--- src/rtl/rv32_pkg.sv ---
// rtl/rv32_pkg.sv - shared RV32 constants, opcodes and fetch FSM encoding
package rv32_pkg;

  localparam int XLEN = 32;
  localparam logic [31:0] RESET_PC_DEFAULT = 32'h0000_0000;

  localparam logic [6:0] OP_NOP    = 7'b0000000;
  localparam logic [6:0] OP_RTYPE  = 7'b0110011;
  localparam logic [6:0] OP_LOAD   = 7'b0000011;
  localparam logic [6:0] OP_STORE  = 7'b0100011;
  localparam logic [6:0] OP_BRANCH = 7'b1100011;

  typedef enum logic [0:0] {
    FETCH_REQ  = 1'b0,
    FETCH_WAIT = 1'b1
  } fetchState_e;

  function automatic logic [31:0] wordAlign(input logic [31:0] addr);
    return addr & ~32'h3;
  endfunction

endpackage

--- src/rtl/fetch_stage_if.sv ---
// rtl/fetch_stage_if.sv - instruction memory request/response bus
interface fetch_stage_if;
  import rv32_pkg::*;

  logic            imem_req_valid;
  logic            imem_req_ready;
  logic [XLEN-1:0] imem_addr;
  logic            imem_rsp_valid;
  logic [XLEN-1:0] imem_rsp_data;

  modport master (
    output imem_req_valid, imem_addr,
    input  imem_req_ready, imem_rsp_valid, imem_rsp_data
  );

  modport slave (
    input  imem_req_valid, imem_addr,
    output imem_req_ready, imem_rsp_valid, imem_rsp_data
  );
endinterface

--- src/rtl/fetch_stage_if_id_reg.sv ---
// rtl/fetch_stage_if_id_reg.sv - IF/ID pipeline register with one-entry holding buffer
module if_id_reg #(
  parameter int XLEN = 32
) (
  input  logic            clk,
  input  logic            rst_n,
  input  logic            stall,
  input  logic            flush,
  input  logic            rspLoad,
  input  logic [XLEN-1:0] rspPc,
  input  logic [XLEN-1:0] rspInstr,
  output logic            ifIdValid,
  output logic [XLEN-1:0] ifIdPc,
  output logic [XLEN-1:0] ifIdInstr,
  output logic            bufFull
);

  logic [XLEN-1:0] bufPc;
  logic [XLEN-1:0] bufInstr;
  logic            advance;

  // An empty IF/ID never stalls; the buffer only fills behind a stalled live entry.
  assign advance = !ifIdValid || !stall;

  always_ff @(posedge clk or negedge rst_n) begin
    if (!rst_n) begin
      ifIdValid <= 1'b0;
      ifIdPc    <= '0;
      ifIdInstr <= '0;
      bufFull   <= 1'b0;
      bufPc     <= '0;
      bufInstr  <= '0;
    end else if (flush) begin
      ifIdValid <= 1'b0;
      bufFull   <= 1'b0;
    end else if (advance) begin
      if (bufFull) begin
        ifIdValid <= 1'b1;
        ifIdPc    <= bufPc;
        ifIdInstr <= bufInstr;
        bufFull   <= rspLoad;
        if (rspLoad) begin
          bufPc    <= rspPc;
          bufInstr <= rspInstr;
        end
      end else if (rspLoad) begin
        ifIdValid <= 1'b1;
        ifIdPc    <= rspPc;
        ifIdInstr <= rspInstr;
      end else begin
        ifIdValid <= 1'b0;
      end
    end else if (rspLoad) begin
      bufFull  <= 1'b1;
      bufPc    <= rspPc;
      bufInstr <= rspInstr;
    end
  end

endmodule

--- src/rtl/fetch_stage.sv ---
// rtl/fetch_stage.sv - RV32 fetch stage: PC, imem request FSM, redirect and IF/ID
module fetch_stage #(
  parameter int              XLEN     = 32,
  parameter logic [XLEN-1:0] RESET_PC = 32'h0000_0000
) (
  input  logic                 clk,
  input  logic                 rst_n,
  fetch_stage_if.master        imem,
  input  logic                 stall,
  input  logic                 branch_taken,
  input  logic [XLEN-1:0]      branch_target,
  output logic                 if_id_valid,
  output logic [XLEN-1:0]      if_id_pc,
  output logic [XLEN-1:0]      if_id_instr,
  output logic [6:0]           opcode
);
  import rv32_pkg::*;

  fetchState_e     state;
  fetchState_e     stateNext;
  logic [XLEN-1:0] pc;
  logic [XLEN-1:0] fetchPc;
  logic            kill;
  logic            bufFull;
  logic            reqValid;
  logic            reqFire;
  logic            rspFire;
  logic            rspLoad;

  // Gated by rst_n so the bus sees no request while reset is held.
  assign reqValid = rst_n && (state == FETCH_REQ) && !bufFull;
  assign reqFire  = reqValid && imem.imem_req_ready;
  assign rspFire  = (state == FETCH_WAIT) && imem.imem_rsp_valid;
  assign rspLoad  = rspFire && !kill && !branch_taken;

  always_ff @(posedge clk or negedge rst_n) begin
    if (!rst_n) state <= FETCH_REQ;
    else        state <= stateNext;
  end

  always_comb begin
    stateNext = state;
    case (state)
      FETCH_REQ:  if (reqFire) stateNext = FETCH_WAIT;
      FETCH_WAIT: if (imem.imem_rsp_valid) stateNext = FETCH_REQ;
      default:    stateNext = FETCH_REQ;
    endcase
  end

  always_comb begin
    imem.imem_req_valid = reqValid;
    imem.imem_addr      = pc;
  end

  always_ff @(posedge clk or negedge rst_n) begin
    if (!rst_n) begin
      pc      <= RESET_PC;
      fetchPc <= '0;
      kill    <= 1'b0;
    end else begin
      if (branch_taken)  pc <= wordAlign(branch_target);
      else if (reqFire)  pc <= pc + XLEN'(4);
      if (reqFire) fetchPc <= pc;
      // A redirect poisons whichever response is still owed to the old path.
      if (branch_taken)  kill <= reqFire || ((state == FETCH_WAIT) && !imem.imem_rsp_valid);
      else if (rspFire)  kill <= 1'b0;
    end
  end

  if_id_reg #(.XLEN(XLEN)) u_if_id (
    .clk       (clk),
    .rst_n     (rst_n),
    .stall     (stall),
    .flush     (branch_taken),
    .rspLoad   (rspLoad),
    .rspPc     (fetchPc),
    .rspInstr  (imem.imem_rsp_data),
    .ifIdValid (if_id_valid),
    .ifIdPc    (if_id_pc),
    .ifIdInstr (if_id_instr),
    .bufFull   (bufFull)
  );

  assign opcode = if_id_valid ? if_id_instr[6:0] : OP_NOP;

endmodule

--- src/flat_wrapper.sv ---
// flat-port wrapper written by rule: the top's interface ports become plain ports
module fetch_stage_flat import rv32_pkg::*;
#(
  parameter int              XLEN     = 32,
  parameter logic [XLEN-1:0] RESET_PC = 32'h0000_0000
)
  (clk, rst_n, stall, branch_taken, branch_target, if_id_valid, if_id_pc, if_id_instr, opcode, imem_imem_req_valid, imem_imem_addr, imem_imem_req_ready, imem_imem_rsp_valid, imem_imem_rsp_data);
  fetch_stage_if imem_i ();
  input  logic clk;
  input  logic rst_n;
  input  logic stall;
  input  logic branch_taken;
  input  logic [XLEN-1:0] branch_target;
  output logic if_id_valid;
  output logic [XLEN-1:0] if_id_pc;
  output logic [XLEN-1:0] if_id_instr;
  output logic [6:0] opcode;
  output wire logic [$bits(imem_i.imem_req_valid)-1:0] imem_imem_req_valid;
  output wire logic [$bits(imem_i.imem_addr)-1:0] imem_imem_addr;
  input wire logic [$bits(imem_i.imem_req_ready)-1:0] imem_imem_req_ready;
  input wire logic [$bits(imem_i.imem_rsp_valid)-1:0] imem_imem_rsp_valid;
  input wire logic [$bits(imem_i.imem_rsp_data)-1:0] imem_imem_rsp_data;
  assign imem_imem_req_valid = imem_i.imem_req_valid;
  assign imem_imem_addr = imem_i.imem_addr;
  assign imem_i.imem_req_ready = imem_imem_req_ready;
  assign imem_i.imem_rsp_valid = imem_imem_rsp_valid;
  assign imem_i.imem_rsp_data = imem_imem_rsp_data;
  fetch_stage #(.XLEN(XLEN), .RESET_PC(RESET_PC)) u_core (.clk(clk), .rst_n(rst_n), .imem(imem_i), .stall(stall), .branch_taken(branch_taken), .branch_target(branch_target), .if_id_valid(if_id_valid), .if_id_pc(if_id_pc), .if_id_instr(if_id_instr), .opcode(opcode));
endmodule
--- config.mk ---
export PLATFORM = sky130hd
export DESIGN_NAME = fetch_stage_flat
export DESIGN_NICKNAME = d
export VERILOG_FILES = /design/src/rtl/rv32_pkg.sv /design/src/rtl/fetch_stage_if.sv /design/src/rtl/fetch_stage_if_id_reg.sv /design/src/rtl/fetch_stage.sv /design/src/flat_wrapper.sv
export SDC_FILE = /design/constraint.sdc
export NUM_CORES = 1
export LEC_CHECK = 0
export CAP_MARGIN = 0
export CORE_ASPECT_RATIO = 0.8
export CORE_MARGIN = 2
export CORE_UTILIZATION = 37
export DETAILED_ROUTE_END_ITERATION = 8
export PLACE_DENSITY = 0.7
export SLEW_MARGIN = 20
export SYNTH_ARGS = -nofsm -noshare
export SYNTH_HDL_FRONTEND = slang
export SYNTH_SLANG_ARGS = --single-unit
--- constraint.sdc ---
create_clock -name clk -period 2.7 [get_ports clk]
set_input_delay 0.27 -clock clk [delete_from_list [all_inputs] [get_ports clk]]
set_output_delay 0.27 -clock clk [all_outputs]
set_load 0.1 [all_outputs]
==> results of run 1 <==
[layout make-up]
class | count | share of cell area [%]
timing repair buffer | 187 | 15.3
tap | 300 | 3.52
multi-input combinational | 522 | 31.3
clock inverter | 11 | 1.25
inverter | 7 | 0.246
clock buffer | 21 | 4.31
sequential | 188 | 44.1
[final timing paths]
path | cells after the start | slack [ps] | end | startpoint
setup / recovery | 4 | 360 | u_core.imem.imem_addr[23] | u_core.u_if_id.bufFull
hold / removal | 3 | 390 | u_core.imem.imem_addr[2] | branch_target[2]
setup reg to reg | 4 | 360 | u_core.imem.imem_addr[23] | u_core.u_if_id.bufFull
hold reg to reg | 2 | 480 | u_core.u_if_id.ifIdPc[17] | u_core.u_if_id.ifIdPc[17]
max in group asynchronous | 4 | 830 | u_core.imem.imem_addr[31] | rst_n
min in group asynchronous | 3 | 490 | u_core.u_if_id.ifIdPc[2] | rst_n
[critical path: cells and delay by family, from the launching register on]
family / cells / cell delay, ps
simple gates: 3 / 1560
flops: 1 / 500
compound gates: 1 / 200
[timing repair]
action                    CTS  global route
resized for setup           0             0
hold buffers                1             0
hold endpoints to repair   27             0
[sequential cells by signal (all words and copies together) (netlist names)]
| signal | cells |
|---|---|
| u_core.u_if_id.bufInstr | 32 |
| u_core.u_if_id.ifIdInstr | 32 |
| u_core.fetchPc | 30 |
| u_core.imem.imem_addr | 30 |
| u_core.u_if_id.bufPc | 30 |
| u_core.u_if_id.ifIdPc | 30 |
| u_core.kill | 1 |
| u_core.state | 1 |
| u_core.u_if_id.bufFull | 1 |
| u_core.u_if_id.ifIdValid | 1 |
[report_power, final]
part | switching, W | total [W] | internal (W)
clock | 0.00110 | 0.00253 | 0.00143
sequential | 0.000397 | 0.00377 | 0.00337
combinational | 0.00355 | 0.00445 | 0.000898
[metrics by stage]
stage	instance area (sq um)	cells	utilization (%)	worst slack (ps)	power, W
after CTS	10700	1236	49.1	368	0.0109
final	10700	1236	49.1	355	0.0107
after floorplan	8260	769	-	1.14	0.00716
after detailed placement	10100	1203	46.3	160	0.00830
after global routing	10700	1236	49.1	213	0.0112
after global placement	10100	1203	46.3	213	0.00824
[metal layers]
metal | vias up | part of all wire, %
li1 | 2981 | -
met3 | 14 | 5.9
met5 | - | 0
met1 | 2925 | 51
met4 | 0 | 0.83
met2 | 191 | 42
[layout by cell type (no fill, tap or decap), drive strengths merged, types with 19 or more instances in the layout]
| cell type | n |
|---|---|
| nor2 | 22 |
| dfrtp | 188 |
| o21ai | 85 |
| nand2 | 168 |
| mux2 | 62 |
| a31oi | 19 |
| clkdlybuf4s50 | 66 |
| buf | 119 |
| clkbuf | 22 |
| mux2i | 63 |
[kinds of logic after synthesis]
| kind of cell | Yosys count |
|---|---|
| other | 1 |
| adder cells (fa/ha/maj) | 1 |
| AND/OR/NAND/NOR | 262 |
| buffers and inverters | 59 |
| AO/OA/AOI/OAI | 122 |
| multiplexers | 125 |
| flip-flops | 188 |
| XOR/XNOR | 8 |
==> impl_metrics.env, run 1 <==
export IMPL_muxShareOfSynthArea_pct=16.1
export IMPL_path_clk_slew_ps=70
export IMPL_grt_pass1_vias=5766
export IMPL_yosys_warnings=0
export IMPL_n_fill_cell=1999
export IMPL_overflow=0
export IMPL_die_h_um=137
export IMPL_critPathKind="flip-flop to flip-flop"
export IMPL_required_ps=3030
export IMPL_yosysMostFrequentCell="dfrtp_1"
export IMPL_cts_num_sinks=188
export IMPL_grt_total_usage_pct=17.2
export IMPL_ys_top_cells_by_area="dfrtp_1 (57%), mux2_2 (8.5%), mux2i_1 (7.7%)"
export IMPL_yosysTopAreaCell="dfrtp_1"
export IMPL_maxSlewViolCount=0
export IMPL_skew_ps=15.1
export IMPL_slowest_delay_ps=780
export IMPL_ys_ff_latch=188
export IMPL_wl_per_cell_um=15.9
export IMPL_seq_area_sq_um=4710
export IMPL_fin_tns_setup_ps=0
export IMPL_setup_violations=0
export IMPL_vias_per_cell=4.94
export IMPL_crit_chain="nand4bb_4 -> or4_1 -> or4_1 -> a31oi_1"
export IMPL_hpwl_um=13500
export IMPL_diodes=0
export IMPL_cts_buffers=17
export IMPL_startpoint_type="flip-flop"
export IMPL_htreeDepth=4
export IMPL_synth_top_family_by_area="multiplexers"
export IMPL_grt_use_met3_pct=4.25
export IMPL_top_usage_layer="met1"
export IMPL_layout_drive_gt1_share_pct=23.4
export IMPL_port_buffer_count=168
export IMPL_grt_max_degree=68
export IMPL_tightest_slew_ps=777
export IMPL_rsz0062_at_grt="no"
export IMPL_power_leakage_nw=4.81
export IMPL_crit_arrival_ps=2680
export IMPL_postCtsSetupRepairBufs=0
export IMPL_synth_edff_count=0
export IMPL_dieArea_sq_um=23500
export IMPL_synthSimpleGateAreaFrac_pct=14.6
export IMPL_ir_drop_v=0.000609
export IMPL_netlist_top_cells_count="dfrtp_1 (188), nand2_1 (168), o21ai_0 (84), mux2i_1 (63), mux2_2 (62)"
export IMPL_die_w_um=171
export IMPL_syn_avg_cell_area_sq_um=10.8
export IMPL_cts_tree="done"
export IMPL_grt_util_met2_pct=24.6
export IMPL_crit_slowest_cell="or4_1"
export IMPL_core_area_sq_um=21700
export IMPL_syn_area_sq_um=8240
export IMPL_met1_usage_pct=26.4
export IMPL_hold_violations=0
export IMPL_clockBufferDepth=2
export IMPL_drcViolationCount=0
export IMPL_power_per_cell_area_nw_per_um2=1010
export IMPL_fin_crit_ps=2340
export IMPL_cts_root_buf="clkbuf_16"
export IMPL_antenna_found_initial=1
export IMPL_whs_ps=395
export IMPL_min_path_type="primary input to flip-flop"
export IMPL_ant_nets=0
export IMPL_endpoint_kind="flip-flop"
export IMPL_area_growth_pct=29.5
export IMPL_async_reset_ff_share_pct=100
export IMPL_crit_top_cell="or4_1"
export IMPL_yosys_area_share_adder_pct=0.152
export IMPL_synth_cell_types=40
export IMPL_cap_violations=0
export IMPL_drtPass1Iterations=4
export IMPL_nets=994
export IMPL_period_share_pct=86.8
export IMPL_ioPinCount=175
export IMPL_drtIter0Drc=340
export IMPL_synthCells=766
export IMPL_yosys_area_share_xor_xnor_pct=0.850
export IMPL_yosys_area_top_type_share_pct=57.1
export IMPL_grt_pass1_wl_um=31400
export IMPL_routed_wl_um=19600
export IMPL_initial_utilization_pct=37.9
export IMPL_status="complete, no violations"
export IMPL_yosysSeqAreaShare_pct=57.1
export IMPL_clk_latency_ps=430
export IMPL_max_freq_mhz=427
export IMPL_cp_max_fo=16
export IMPL_fp_row_count=48
export IMPL_multiInputGateArea_sq_um=3340
export IMPL_gp_congestion=0.779
export IMPL_ys_flop_type="dfrtp_1"
export IMPL_synth_compound_area_share_pct=8.17
export IMPL_num_vias=6111
export IMPL_slew_headroom_pct=48.2
No activity file was read; power rests on OpenSTA's default activity.
==> run 2: changes to the inputs <==
--- a/config.mk
+++ b/config.mk
@@ -10,6 +10,7 @@
 export CORE_MARGIN = 2
 export CORE_UTILIZATION = 37
 export DETAILED_ROUTE_END_ITERATION = 8
+export GPL_TIMING_DRIVEN = 1
 export PLACE_DENSITY = 0.7
 export SLEW_MARGIN = 20
 export SYNTH_ARGS = -nofsm -noshare
==> constraint.sdc (replaced) <==
create_clock -name clk -period 2.2 [get_ports clk]
set_input_delay 0.22 -clock clk [delete_from_list [all_inputs] [get_ports clk]]
set_output_delay 0.22 -clock clk [all_outputs]
set_load 0.1 [all_outputs]
==> run 2 against run 1 <==
Global-route usage rose by 0.29 points. Die area did not move. Clock power rose by 23%. Register-to-register slack got worse by 310 ps. Largest cell class unchanged.
==> impl_metrics.env, run 2 (synthesis results as in run 1) <==
export IMPL_cts_root_buf="clkbuf_16"
export IMPL_status="complete, no violations"
export IMPL_critPathBufInv=0
export IMPL_path_clk_slew_ps=70
export IMPL_wl_per_cell_um=16.0
export IMPL_num_vias=6153
export IMPL_crit_chain="nand4bb_4 -> or4_4 -> or4_4 -> a31oi_1"
export IMPL_die_h_um=137
export IMPL_max_freq_mhz=465
export IMPL_ir_drop_v=0.000633
export IMPL_endpoint_kind="flip-flop"
export IMPL_overflow=0
export IMPL_power_per_cell_area_nw_per_um2=1220
export IMPL_tightest_slew_ps=796
export IMPL_nets=999
export IMPL_multiInputGateArea_sq_um=3370
export IMPL_reg_largest_list="u_core.u_if_id.bufInstr (32), u_core.u_if_id.ifIdInstr (32)"
export IMPL_placed_area_sq_um=10200
export IMPL_final_cell_mix="nand2_1 (168), dfrtp_1 (161), buf_4 (115), o21ai_0 (84), clkdlybuf4s50_1 (66)"
export IMPL_vias_per_cell=4.96
export IMPL_hold_violations=0
export IMPL_min_path_type="primary input to flip-flop"
export IMPL_cap_violations=0
export IMPL_clockBufferDepth=2
export IMPL_layout_drive_gt1_share_pct=27.1
export IMPL_crit_top_cell="or4_4"
export IMPL_clk_latency_ps=430
export IMPL_skew_ps=18.1
export IMPL_cts_num_sinks=188
export IMPL_maxSlewViolCount=0
export IMPL_power_leakage_nw=4.84
export IMPL_switching_share_pct=47.2
export IMPL_crit_arrival_ps=2500
export IMPL_slew_headroom_pct=46.9
export IMPL_hpwl_um=13600
export IMPL_power_switching_w=0.00624
export IMPL_fin_util_pct=49.8
export IMPL_r2r_cells=4
export IMPL_diodes=0
export IMPL_initial_utilization_pct=37.9
export IMPL_htreeDepth=4
export IMPL_grt_max_degree=75
export IMPL_cts_tree="done"
export IMPL_startpoint="u_core.u_if_id.bufFull"
export IMPL_whs_ps=342
export IMPL_fp_row_count=48
export IMPL_grt_pass1_wl_um=31900
export IMPL_grt_pass1_vias=5924
export IMPL_port_buffer_count=168
export IMPL_path_depth=4
export IMPL_power_share_clock_pct=23.4
export IMPL_setup_violations=0
export IMPL_startpoint_type="flip-flop"
export IMPL_pwr_share_seq_pct=35.1
export IMPL_slowest_delay_ps=670
export IMPL_antenna_found_initial=0
export IMPL_p_comb_share_pct=41.4
export IMPL_drtIter0Drc=372
export IMPL_final_common_cell="nand2_1"
export IMPL_critPathKind="flip-flop to flip-flop"
export IMPL_ioPinCount=175
export IMPL_reg2reg_slack_ps=50
export IMPL_rsz0062_at_grt="yes"
export IMPL_required_ps=2550
export IMPL_drcViolationCount=0
export IMPL_n_fill_cell=2030
export IMPL_p_int_w=0.00697
export IMPL_crit_path_end="u_core.imem.imem_addr[22]"
export IMPL_drtPass1Iterations=4
export IMPL_grt_total_usage_pct=17.5
export IMPL_fin_crit_ps=2150
export IMPL_critical_path_top_delay_family="simple AND/OR/NAND/NOR gates"
export IMPL_dieArea_sq_um=23500
export IMPL_period_share_pct=97.8
export IMPL_routed_wl_um=19800
export IMPL_rr_endpoint="u_core.imem.imem_addr[22]"
export IMPL_core_area_sq_um=21700
export IMPL_cp_max_fo=18
export IMPL_seq_area_sq_um=4760
export IMPL_ant_nets=0
export IMPL_timing_rr_start="u_core.u_if_id.bufFull"
export IMPL_post_route_cell_area_sq_um=10800
export IMPL_cts_buffers=17
export IMPL_gp_congestion=0.799
export IMPL_die_w_um=171
export IMPL_crit_slowest_cell="or4_4"
export IMPL_area_growth_pct=31.4
==> run 2: changes by cell type in the layout (fill, tap and decap cells not counted), moves of 3 or more <==
| cell | delta |
|---|---|
| dfrtp_1 | -26 |
| dfrtp_2 | +19 |
| dfrtp_4 | +7 |
| or4_1 | -3 |
| or4_4 | +3 |
==> run 2: metal layers <==
metal | track usage (%) | part of all wire, %
met5 | 0 | 0
met4 | 4.76 | 1.2
met3 | 4.02 | 6.5
met2 | 24.7 | 41
met1 | 26.8 | 51
==> run 2: cell type report <==
cell class / instances / area share, %
clock inverters: 13 / 1.49
clock buffers: 19 / 4.00
flip-flops and latches: 188 / 43.9
multi-input cells: 522 / 31.1
repair buffers: 192 / 15.7
well taps: 300 / 3.47
inverters: 7 / 0.243
==> run 2: how the worst min path moves through the flow <==
stage	from	to	slack (ps)	depth (start not counted)
3_5_place_dp	rst_n	u_core.u_if_id.ifIdPc[10]	320	2
4_1_cts	branch_target[2]	u_core.imem.imem_addr[2]	330	3
2_1_floorplan	rst_n	u_core.fetchPc[10]	-80	0
3_3_place_gp	rst_n	u_core.u_if_id.ifIdPc[10]	310	2
6_report	branch_target[2]	u_core.imem.imem_addr[2]	340	3
5_1_grt	branch_target[2]	u_core.imem.imem_addr[2]	360	3
==> run 2: power by group through the flow <==
stage          registers (W)  logic (W)  clock network, W
2_1_floorplan        0.00800   0.000809                 0
3_3_place_gp         0.00469    0.00546                 0
3_5_place_dp         0.00472    0.00550                 0
4_1_cts              0.00465    0.00551           0.00319
5_1_grt              0.00475    0.00572           0.00332
6_report             0.00464    0.00547           0.00310
==> run 2: worst reg2reg max path, stage by stage, from the launching register on <==
cell and delay (ps):
dfrtp_4 490, nand4bb_4 210, or4_4 670, or4_4 550, a31oi_1 150
==> run 2: metrics by stage <==
step	setup slack, ps	setup TNS (ps)	cells	power, W
CTS	14.5	0	1240	0.0134
detailed placement	-149	-1520	1207	0.0102
floorplan	-240	-240	769	0.00881
finish	48.3	0	1241	0.0132
global placement	-118	-1150	1207	0.0101
global route	-14.6	-86.9	1241	0.0138
==> run 2: what timing repair did <==
item	in CTS	in global routing
endpoints found under the setup margin	0	21
hold endpoints to repair	24	0
gates resized for setup	0	7
hold buffers	1	0
buffers inserted	0	1
==> run 3: changes to the inputs <==
--- a/config.mk
+++ b/config.mk
@@ -10,8 +10,11 @@
 export CORE_MARGIN = 2
 export CORE_UTILIZATION = 37
 export DETAILED_ROUTE_END_ITERATION = 8
+export GPL_ROUTABILITY_DRIVEN = 0
 export GPL_TIMING_DRIVEN = 1
+export MAX_ROUTING_LAYER = met4
 export PLACE_DENSITY = 0.7
+export RECOVER_POWER = 25
 export SLEW_MARGIN = 20
 export SYNTH_ARGS = -nofsm -noshare
 export SYNTH_HDL_FRONTEND = slang
==> run 3 against run 2 <==
Utilization fell by 0.83 points. Critical path type unchanged. Combinational power fell by 5.1%. Critical path depth did not move. Largest cell class unchanged. Critical endpoint unchanged. Sequential power barely moved. First-iteration DRC count rose by 1.9%. Register-to-register slack barely moved.
==> impl_metrics.env, run 3 (synthesis results as in run 1) <==
export IMPL_cts_buffers=17
export IMPL_setup_violations=0
export IMPL_wl_per_cell_um=16.0
export IMPL_seq_area_sq_um=4760
export IMPL_fp_row_count=48
export IMPL_grt_max_degree=75
export IMPL_die_h_um=137
export IMPL_n_fill_cell=2053
export IMPL_htreeDepth=4
export IMPL_max_freq_mhz=467
export IMPL_die_w_um=171
export IMPL_cts_tree="done"
export IMPL_diodes=0
export IMPL_antenna_found_initial=0
export IMPL_cts_num_sinks=188
export IMPL_final_common_cell="nand2_1"
export IMPL_maxSlewViolCount=0
export IMPL_r2r_cells=4
export IMPL_vias_per_cell=4.96
export IMPL_min_path_type="primary input to flip-flop"
export IMPL_num_vias=6150
export IMPL_hold_violations=0
export IMPL_port_buffer_count=168
export IMPL_cp_max_fo=18
export IMPL_drcViolationCount=0
export IMPL_drtPass1Iterations=4
export IMPL_dieArea_sq_um=23500
export IMPL_grt_total_usage_pct=18.1
export IMPL_dpl_cell_count=1207
export IMPL_reg_largest_list="u_core.u_if_id.bufInstr (32), u_core.u_if_id.ifIdInstr (32)"
export IMPL_ioPinCount=175
export IMPL_clockBufferDepth=2
export IMPL_required_ps=2550
export IMPL_rsz0062_at_grt="yes"
export IMPL_power_leakage_nw=4.71
export IMPL_nets=999
export IMPL_clk_latency_ps=430
export IMPL_rr_endpoint="u_core.imem.imem_addr[22]"
export IMPL_finalPower_w=0.0129
export IMPL_core_area_sq_um=21700
export IMPL_startpoint_type="flip-flop"
export IMPL_routed_wl_um=19900
export IMPL_grt_pass1_vias=5917
export IMPL_layout_drive_gt1_share_pct=24.3
export IMPL_endpoint_kind="flip-flop"
export IMPL_skew_ps=18.4
export IMPL_tightest_slew_ps=1190
export IMPL_startpoint="u_core.u_if_id.bufFull"
export IMPL_initial_utilization_pct=37.9
export IMPL_crit_arrival_ps=2490
export IMPL_timing_rr_start="u_core.u_if_id.bufFull"
export IMPL_path_clk_slew_ps=70
export IMPL_fin_crit_ps=2140
export IMPL_power_per_cell_area_nw_per_um2=1210
export IMPL_crit_path_end="u_core.imem.imem_addr[22]"
export IMPL_slew_headroom_pct=21.3
export IMPL_reg2reg_slack_ps=60
export IMPL_status="complete, no violations"
export IMPL_area_growth_pct=29.2
export IMPL_ir_drop_v=0.000562
export IMPL_final_cell_mix="nand2_1 (168), dfrtp_1 (161), o21ai_0 (84), clkdlybuf4s50_1 (66), mux2i_1 (63)"
export IMPL_cap_violations=0
export IMPL_overflow=0
export IMPL_ant_nets=0
export IMPL_cts_root_buf="clkbuf_16"
export IMPL_period_share_pct=97.4
export IMPL_instances_no_fill=1241
export IMPL_whs_ps=342
export IMPL_drtIter0Drc=379
export IMPL_grt_pass1_wl_um=31900
export IMPL_hpwl_um=13600
export IMPL_fin_tns_setup_ps=0
export IMPL_multiInputGateArea_sq_um=3370
export IMPL_critPathKind="flip-flop to flip-flop"
## run 3: cell types whose count changed in the layout (fill, tap and decap cells not counted)
cell and change:
buf_4 -59, clkbuf_2 +33, clkbuf_1 +26
## run 3: worst min-delay path by stage
stage	cells after the start	startpoint	slack (ps)	endpoint
floorplan	0	rst_n	-80	u_core.fetchPc[10]
global placement	2	rst_n	310	u_core.u_if_id.ifIdPc[10]
detailed placement	2	rst_n	320	u_core.u_if_id.ifIdPc[10]
CTS	3	branch_target[2]	330	u_core.imem.imem_addr[2]
global route	3	branch_target[2]	360	u_core.imem.imem_addr[2]
finish	3	branch_target[2]	340	u_core.imem.imem_addr[2]
## run 3: report_power, final
group          internal, W  leakage (nW)  switching, W
sequential         0.00415          2.39      0.000487
clock              0.00171         0.282       0.00138
combinational     0.000826          2.04       0.00436
total              0.00668          4.71       0.00624
## run 3: through the flow
stage	setup slack [ps]	util, %	area (sq um)
3_5_place_dp	-149	46.9	10200
3_3_place_gp	-118	46.9	10200
4_1_cts	14.5	49.7	10800
5_1_grt	-14.7	49.0	10700
2_1_floorplan	-240	-	8320
6_report	57.7	49.0	10700
## run 3: per-layer routing
layer  wire, um  track usage [%]  vias up
met5          0                -        -
met4        227             4.57        0
met3       1170             3.94       14
met2       8190             24.7      187
met1      10300             27.0     2961
li1           -                -     2988
## run 3: timing repair
action                     4_1_cts  5_1_grt
gates resized for setup          0        7
buffers inserted                 0        1
hold endpoints to repair        24        0
setup endpoints to repair        0       21
hold buffers                     1        0
## run 3: layout make-up
cell class	instances	area share, %
flip-flops and latches	188	44.7
multi-input cells	522	31.6
repair buffers	192	14.3
clock buffers	19	4.06
well taps	300	3.52
clock inverters	13	1.52
inverters	7	0.247
## run 3: worst max-delay path: stages, from the launching register on
cell and delay, ps:
dfrtp_4 490, nand4bb_4 210, or4_4 670, or4_4 550, a31oi_1 150
